`src/rtl/lsu_pkg.sv`:
```
// rtl/lsu_pkg.sv - shared types, funct3 codes and lane helpers for the LSU memory stage
package lsu_pkg;

  typedef enum logic [1:0] {
    ST_IDLE = 2'd0,
    ST_BUSY = 2'd1,
    ST_DONE = 2'd2
  } lsu_state_t;

  localparam logic [2:0] F3_B  = 3'b000;
  localparam logic [2:0] F3_H  = 3'b001;
  localparam logic [2:0] F3_W  = 3'b010;
  localparam logic [2:0] F3_BU = 3'b100;
  localparam logic [2:0] F3_HU = 3'b101;

  // Byte-enable pattern for an access of the given size at an already-aligned offset.
  function automatic logic [3:0] lane_mask(input logic [1:0] size, input logic [1:0] addr_lo);
    logic [3:0] m;
    case (size)
      2'b00:   m = 4'b0001 << addr_lo;
      2'b01:   m = addr_lo[1] ? 4'b1100 : 4'b0011;
      2'b10:   m = 4'b1111;
      default: m = 4'b0000;
    endcase
    return m;
  endfunction

endpackage

```
`src/rtl/lsu_load_align.sv`:
```
// rtl/lsu_load_align.sv - selects the addressed lane(s) of a read word and sign/zero extends
module lsu_load_align
  import lsu_pkg::*;
(
  input  logic [31:0] rdata,
  input  logic [1:0]  addr_lo,
  input  logic [2:0]  funct3,
  output logic [31:0] data
);

  logic [7:0]  lane_b;
  logic [15:0] lane_h;

  always_comb begin
    case (addr_lo)
      2'd0:    lane_b = rdata[7:0];
      2'd1:    lane_b = rdata[15:8];
      2'd2:    lane_b = rdata[23:16];
      default: lane_b = rdata[31:24];
    endcase
    lane_h = addr_lo[1] ? rdata[31:16] : rdata[15:0];
    case (funct3)
      F3_B:    data = {{24{lane_b[7]}}, lane_b};
      F3_H:    data = {{16{lane_h[15]}}, lane_h};
      F3_BU:   data = {24'b0, lane_b};
      F3_HU:   data = {16'b0, lane_h};
      default: data = rdata;
    endcase
  end

endmodule

```
`src/rtl/lsu_mem_stage.sv`:
```
// rtl/lsu_mem_stage.sv - M-stage load/store unit with a stalling single-outstanding memory handshake
// Optional misaligned-access trap: define LSU_MISALIGN_TRAP_EN.
module lsu_mem_stage
  import lsu_pkg::*;
#(
  parameter int DATA_WIDTH = 32
) (
  input  logic                  clk,
  input  logic                  rst,
  input  logic                  memread_m,
  input  logic                  memwrite_m,
  input  logic [2:0]            funct3_m,
  input  logic [DATA_WIDTH-1:0] aluresult_m,
  input  logic [DATA_WIDTH-1:0] writedata_m,
  output logic [DATA_WIDTH-1:0] readdata_m,
  output logic                  stall_m,
  output logic                  dmem_req,
  output logic                  dmem_we,
  output logic [DATA_WIDTH-1:0] dmem_addr,
  output logic [DATA_WIDTH-1:0] dmem_wdata,
  output logic [3:0]            dmem_be,
  input  logic [DATA_WIDTH-1:0] dmem_rdata,
`ifdef LSU_MISALIGN_TRAP_EN
  output logic                  misalign_m,
`endif
  input  logic                  dmem_ack
);

  lsu_state_t            state;
  logic                  is_op;
  logic                  legal_size;
  logic                  misaligned;
  logic                  start;
  logic [1:0]            size;
  logic [1:0]            lo_aligned;
  logic [DATA_WIDTH-1:0] wdata_rep;
  logic [DATA_WIDTH-1:0] load_data;
  logic [DATA_WIDTH-1:0] addr_q;
  logic [DATA_WIDTH-1:0] wdata_q;
  logic [3:0]            be_q;
  logic                  we_q;
  logic [2:0]            f3_q;
  logic [1:0]            lo_q;

  // Low address bits are forced to natural alignment; only matters when the trap is disabled.
  always_comb begin
    size       = funct3_m[1:0];
    is_op      = memread_m | memwrite_m;
    legal_size = (size != 2'b11);
    case (size)
      2'b01:   lo_aligned = {aluresult_m[1], 1'b0};
      2'b10:   lo_aligned = 2'b00;
      default: lo_aligned = aluresult_m[1:0];
    endcase
    case (size)
      2'b00:   wdata_rep = {4{writedata_m[7:0]}};
      2'b01:   wdata_rep = {2{writedata_m[15:0]}};
      default: wdata_rep = writedata_m;
    endcase
  end

`ifdef LSU_MISALIGN_TRAP_EN
  logic trap;
  assign misaligned = ((size == 2'b01) && aluresult_m[0]) ||
                      ((size == 2'b10) && (aluresult_m[1:0] != 2'b00));
  assign trap       = (state == ST_IDLE) && is_op && legal_size && misaligned;
`else
  assign misaligned = 1'b0;
`endif

  assign start      = (state == ST_IDLE) && is_op && legal_size && !misaligned;
  assign stall_m    = start || (state == ST_BUSY);
  assign dmem_req   = (state == ST_BUSY);
  assign dmem_we    = dmem_req && we_q;
  assign dmem_be    = dmem_req ? be_q : 4'b0000;
  assign dmem_addr  = addr_q;
  assign dmem_wdata = wdata_q;

  lsu_load_align u_load_align (
    .rdata   (dmem_rdata),
    .addr_lo (lo_q),
    .funct3  (f3_q),
    .data    (load_data)
  );

  always_ff @(posedge clk or posedge rst) begin
    if (rst) begin
      state      <= ST_IDLE;
      addr_q     <= '0;
      wdata_q    <= '0;
      be_q       <= 4'b0000;
      we_q       <= 1'b0;
      f3_q       <= 3'b000;
      lo_q       <= 2'b00;
      readdata_m <= '0;
`ifdef LSU_MISALIGN_TRAP_EN
      misalign_m <= 1'b0;
`endif
    end else begin
      case (state)
        ST_IDLE: begin
          if (start) begin
            addr_q  <= {aluresult_m[DATA_WIDTH-1:2], 2'b00};
            wdata_q <= wdata_rep;
            be_q    <= lane_mask(size, lo_aligned);
            we_q    <= memwrite_m;
            f3_q    <= funct3_m;
            lo_q    <= lo_aligned;
            state   <= ST_BUSY;
          end
        end
        ST_BUSY: begin
          if (dmem_ack) begin
            readdata_m <= we_q ? '0 : load_data;
            state      <= ST_DONE;
          end
        end
        ST_DONE: state <= ST_IDLE;
        default: state <= ST_IDLE;
      endcase
`ifdef LSU_MISALIGN_TRAP_EN
      misalign_m <= trap;
      if (trap) readdata_m <= '0;
`endif
    end
  end

endmodule

```
`config.mk`:
```
export PLATFORM = sky130hd
export DESIGN_NAME = lsu_mem_stage
export DESIGN_NICKNAME = d
export VERILOG_FILES = /design/src/rtl/lsu_pkg.sv /design/src/rtl/lsu_load_align.sv /design/src/rtl/lsu_mem_stage.sv
export SDC_FILE = /design/constraint.sdc
export NUM_CORES = 1
export LEC_CHECK = 0
export ABC_AREA = 1
export CAP_MARGIN = 10
export CORE_MARGIN = 5
export CORE_UTILIZATION = 45
export DETAILED_ROUTE_END_ITERATION = 10
export GPL_ROUTABILITY_DRIVEN = 1
export GPL_TIMING_DRIVEN = 0
export PLACE_DENSITY = 0.8
export SLEW_MARGIN = 10
export SYNTH_ARGS = -nofsm -noshare
export SYNTH_HDL_FRONTEND = slang
export SYNTH_HIERARCHICAL = 1
export SYNTH_SLANG_ARGS = --single-unit
```
`constraint.sdc`:
```
create_clock -name clk -period 3.7 [get_ports clk]
set_input_delay 0.555 -clock clk [delete_from_list [all_inputs] [get_ports clk]]
set_output_delay 0.555 -clock clk [all_outputs]
set_load 0.005 [all_outputs]
```
**After elaboration in Yosys (flattened, before gate mapping)**

Cells that the tools add are included.

- Flip-flop bits (word level): 106
- Word-level logic and storage cells: 44
- Input bits: 104
- Output and inout bits: 103

- Mux-type cells: 12
- Bitwise operators: 1
- Reduce and logical (&&, ||, !) cells: 11
- Shift operators: 1
- Equal/unequal tests: 11

Operators with widths:

| kind | number |
|---|---|
| case mux 32 bit (4 select lines) | 1 |
| case mux 32 bit (2 select lines) | 1 |
| two-way mux 32 bit | 1 |
| case mux 8 bit (3 select lines) | 1 |
| two-way mux 16 bit | 1 |
| case mux 4 bit (3 select lines) | 1 |
| two-way mux 4 bit | 2 |
| case mux 2 bit (2 select lines) | 2 |
| == test 2 x 1 -> 1 bit (second input constant) | 3 |
| == test 3 bit (second input constant) | 2 |
| logical NOT 2 bit | 3 |
| AND reduction 2 bit | 3 |
| == test 2 bit (second input constant) | 2 |
| two-way mux 2 bit | 2 |
| != test 2 bit (second input constant) | 2 |
| << shifter 1 x 2 -> 4 bit (first input constant) | 1 |
| == test 3 x 1 -> 1 bit (second input constant) | 1 |
| logical AND 1 bit | 3 |
| logical NOT 3 bit | 1 |
| != test 2 x 1 -> 1 bit (second input constant) | 1 |
| logical OR 1 bit | 1 |
| bitwise OR 1 bit | 1 |

**Depth between registers and ports, before layout**

- Word-level depth: 5
- Depth in mapped cells: 10
- Mapped depth without buffers: 8

**Hierarchy**

Netlist, hierarchy kept.

Modules (own cells, without submodules):

| module | times used | cells each | sequential area each (um2) | area each (um2) |
|---|---|---|---|---|
| lsu_mem_stage | 1 | 570 | 2652.5 | 4609.4 |
| lsu_load_align | 1 | 163 | 0.0 | 858.3 |

**Worst setup path after synthesis**

Ideal clock, no wire load.

- Kind: input -> output
- Start: input port funct3_m[0]
- End: output port stall_m
- Path slack: 1827 ps
- Required time: 3145 ps
- Stages: 6
- Path buffers: 2
- Arrival time: 1318 ps
- Path through: ha_1 inv_1 nand3_2 buf_2 buf_6 nand2_1

- Cells in the longest elaborated chain, start to end: 3

RTL lines:

| item | RTL line | text |
|---|---|---|
| start: declaration | lsu_mem_stage.sv:12 | `input logic [2:0] funct3_m,` |
| != test 2 bit | lsu_mem_stage.sv:49 | `legal_size = (size != 2'b11);` |
| logical AND 1 bit | lsu_mem_stage.sv:71 | `assign start = (state == ST_IDLE) && is_op && legal_size && !misaligned;` |
| logical OR 1 bit | lsu_mem_stage.sv:72 | `assign stall_m = start \|\| (state == ST_BUSY);` |
| end: declaration | lsu_mem_stage.sv:16 | `output logic stall_m,` |

Every way passes these cells.

**Worst setup path after layout**

Same ends and word-level chain as after synthesis.

==> reports/qor.txt <==
Status = finished, final reports clean
# Max-Cap Violations = 0
CTS tree = done
Main synth FF type = dfrtp_1
Via count = 5,583
CP Launch Type = primary input
Hold_sp = dmem_addr[27]
Hold Path Class = reg -> reg
First-pass detailed-route iteration total = 5
Min Tclk post-route = 3.06 ns
Peak supply drop = 400 µV
Placed inst area = 0.00773 mm²
Vias per inst = 5.07
Final setup vio count = 0
Setup TNS = 0 ns
DP HPWL = 13,600 µm
GRT Residual Overflow = 0
Row count = 40
Hold_buf cts = 0
Clock latency on the worst-skew pair = 0.35 ns
Seq cells post-synth = 106
Remaining routing DRC violations = 0
Leakage = 4.07 nW
Clock share of power = 15.3%
Internal Pwr Total = 0.00381 W
Post-synth top cells = nand2_1, dfrtp_1, o21ai_0
Fraction of registers with async set/reset = 100%
Die Area = 0.0145 mm²
Slew Viols, Final = 0
Filler cell count = 1,015
CTS Sinks = 106
Nets = 1,058
Routed WL = 17,700 µm
Register share of total power = 32.6%
Area Overhead vs Synth = 46.8%
Chip Width = 120 µm
Sw Share = 38.3%
Critical path peak fanout = 10
Cell taking the most area after synthesis = dfrtp_1
RR Startpoint = lo_q[1]
Share of layout cells above drive strength 1 = 7.64%
Initial antenna violation count = 0
Die Y = 120 µm
Post-synth EDFFs = 0
GRT Resource Usage Total = 24.5%
Setup Skew = 0.00417 ns
Number of placed I/O pins = 207
Multi-input gate area = 0.00234 mm²
Combinational share of power = 52.0%
Synthesized instance count = 733
Measured slew at the worst slew-check pin = 0.514 ns
Pin count of the biggest net entering global routing = 84
Fin crit share = 82.6%
1st-iter DRT viols = 440
Relative slew slack = 65.7%
Vias in the first global route = 5,503
Port buffer count = 204
Clock buffer depth = 2
Depth of the CTS H-tree = 3
Final Hold Viols = 0
Post-route cell area = 0.00803 mm²
Post-synthesis sequential area ratio = 48.5%
CP Data Arrival Time = 2.50 ns
Clk root buf = clkbuf_16
Synth top area cells = dfrtp_1, nand2_1, o21ai_0
Count of cell types in the netlist = 24
Count leader, synth = nand2_1
CP endpoint kind = primary output
Wire per inst = 16.1 µm
RSZ-0062 raised after global routing = no
Cts repair resizes = 0
Top cell type's share of synthesized area = 48.5%
First-pass GRT wire length = 27,900 µm
Power Density = 770 mW/mm²
Core area = 0.0120 mm²
Reg clk slew, reported paths = 0.07 ns
Power, Total = 0.00618 W
Switching Power = 0.00237 W
Fmax = 327 MHz
Total CTS buffers = 9
Starting Density = 45.7%
Final Wtd Congestion = 1.00
Ant diodes = 0
Syn Area/Cell = 7.46 µm²
Synthesized cell area = 0.00547 mm²
Post CTS Setup Buffer Count = 0
Yosys Warn Count = 6
Worst EP required = 3.14 ns
Critical Setup Path Class = in -> out
Crit path from = funct3_m[0]
Register area = 0.00265 mm²
Post-DRT Antenna Nets = 0
==> metal layers <==
layer | wire (µm) | GRT usage (%) | up-vias
met2 | 8270 | 40.5 | 259
met4 | 381 | 7.72 | 0
met5 | 0 | 0 | -
met1 | 7040 | 29.6 | 2572
li1 | - | - | 2725
met3 | 2020 | 9.49 | 27
==> per-stage QoR <==
stage          worst slack [ns]  hold slack, ns  cells  util, %
2_1_floorplan             0.356           0.459    734        -
3_3_place_gp              -1.24           0.461   1085     64.4
3_5_place_dp              0.626           0.464   1086     64.6
4_1_cts                   0.617           0.485   1102     67.1
5_1_grt                   0.530           0.499   1102     67.1
6_report                  0.643           0.483   1102     67.1
==> sequential cells by signal, summed over array words and instances, names as in the netlist <==
signal and flops:
dmem_addr 30, lo_q 2, we_q 1, f3_q 3
state 2, dmem_wdata 32, readdata_m 32, be_q 4
==> cells in the final DEF, fill, tap and decap left out, types with 5 or more instances in the layout <==
cell type,count
a21oi_1,37
buf_2,9
buf_4,9
buf_6,7
clkbuf_1,17
clkbuf_16,9
clkdlybuf4s50_1,204
dfrtp_1,106
inv_1,48
inv_2,7
nand2_1,333
nand3_1,43
nand3_2,12
nor2_1,19
o21ai_0,60
o21ai_1,5
==> final cells by class <==
type,instances,area share (%)
Clock inverter,5,0.561
Timing Repair Buffer,205,25.8
Buffer,45,3.32
Inverter,56,2.68
Clock buffer,11,3.15
Multi-Input combinational cell,527,29.2
Tap cell,147,2.29
Sequential cell,106,33.0
==> critical path, stage by stage <==
cell and delay [ns]:
clkdlybuf4s50_1 0.48, ha_1 0.23, inv_1 0.08, nand3_2 0.19, buf_2 0.26, buf_6 0.16, nand2_1 0.05, clkdlybuf4s50_1 0.51
==> worst paths after layout <==
kind	slack, ns	cells past startpoint	to
worst max-delay path	0.64	8	stall_m
worst max register to register	2.20	9	readdata_m[4]
worst min register to register	0.48	2	dmem_addr[27]
min in group asynchronous	0.53	2	readdata_m[21]
max in group asynchronous	2.50	3	dmem_wdata[7]
worst min-delay path	0.48	2	dmem_addr[27]
==> power by group through the flow <==
stage          Clock [W]  Sequential, W  Combinational (W)
4_1_cts         0.000973        0.00202            0.00324
6_report        0.000947        0.00202            0.00321
3_3_place_gp           0        0.00202            0.00317
3_5_place_dp           0        0.00202            0.00323
5_1_grt          0.00102        0.00209            0.00354
2_1_floorplan          0        0.00203            0.00154
==> kinds of logic (layout without fill, tap and decap cells) <==
kind of cell,count (synthesis),in the layout,share of synthesized area (%)
compound gates,106,106,9.93
simple gates,415,415,31.9
buf+inv,101,322,8.72
flops,106,106,48.5
fa+ha+maj,4,4,0.915
other cells,1,2,0.0686
Power figures use the tool's default switching activity.
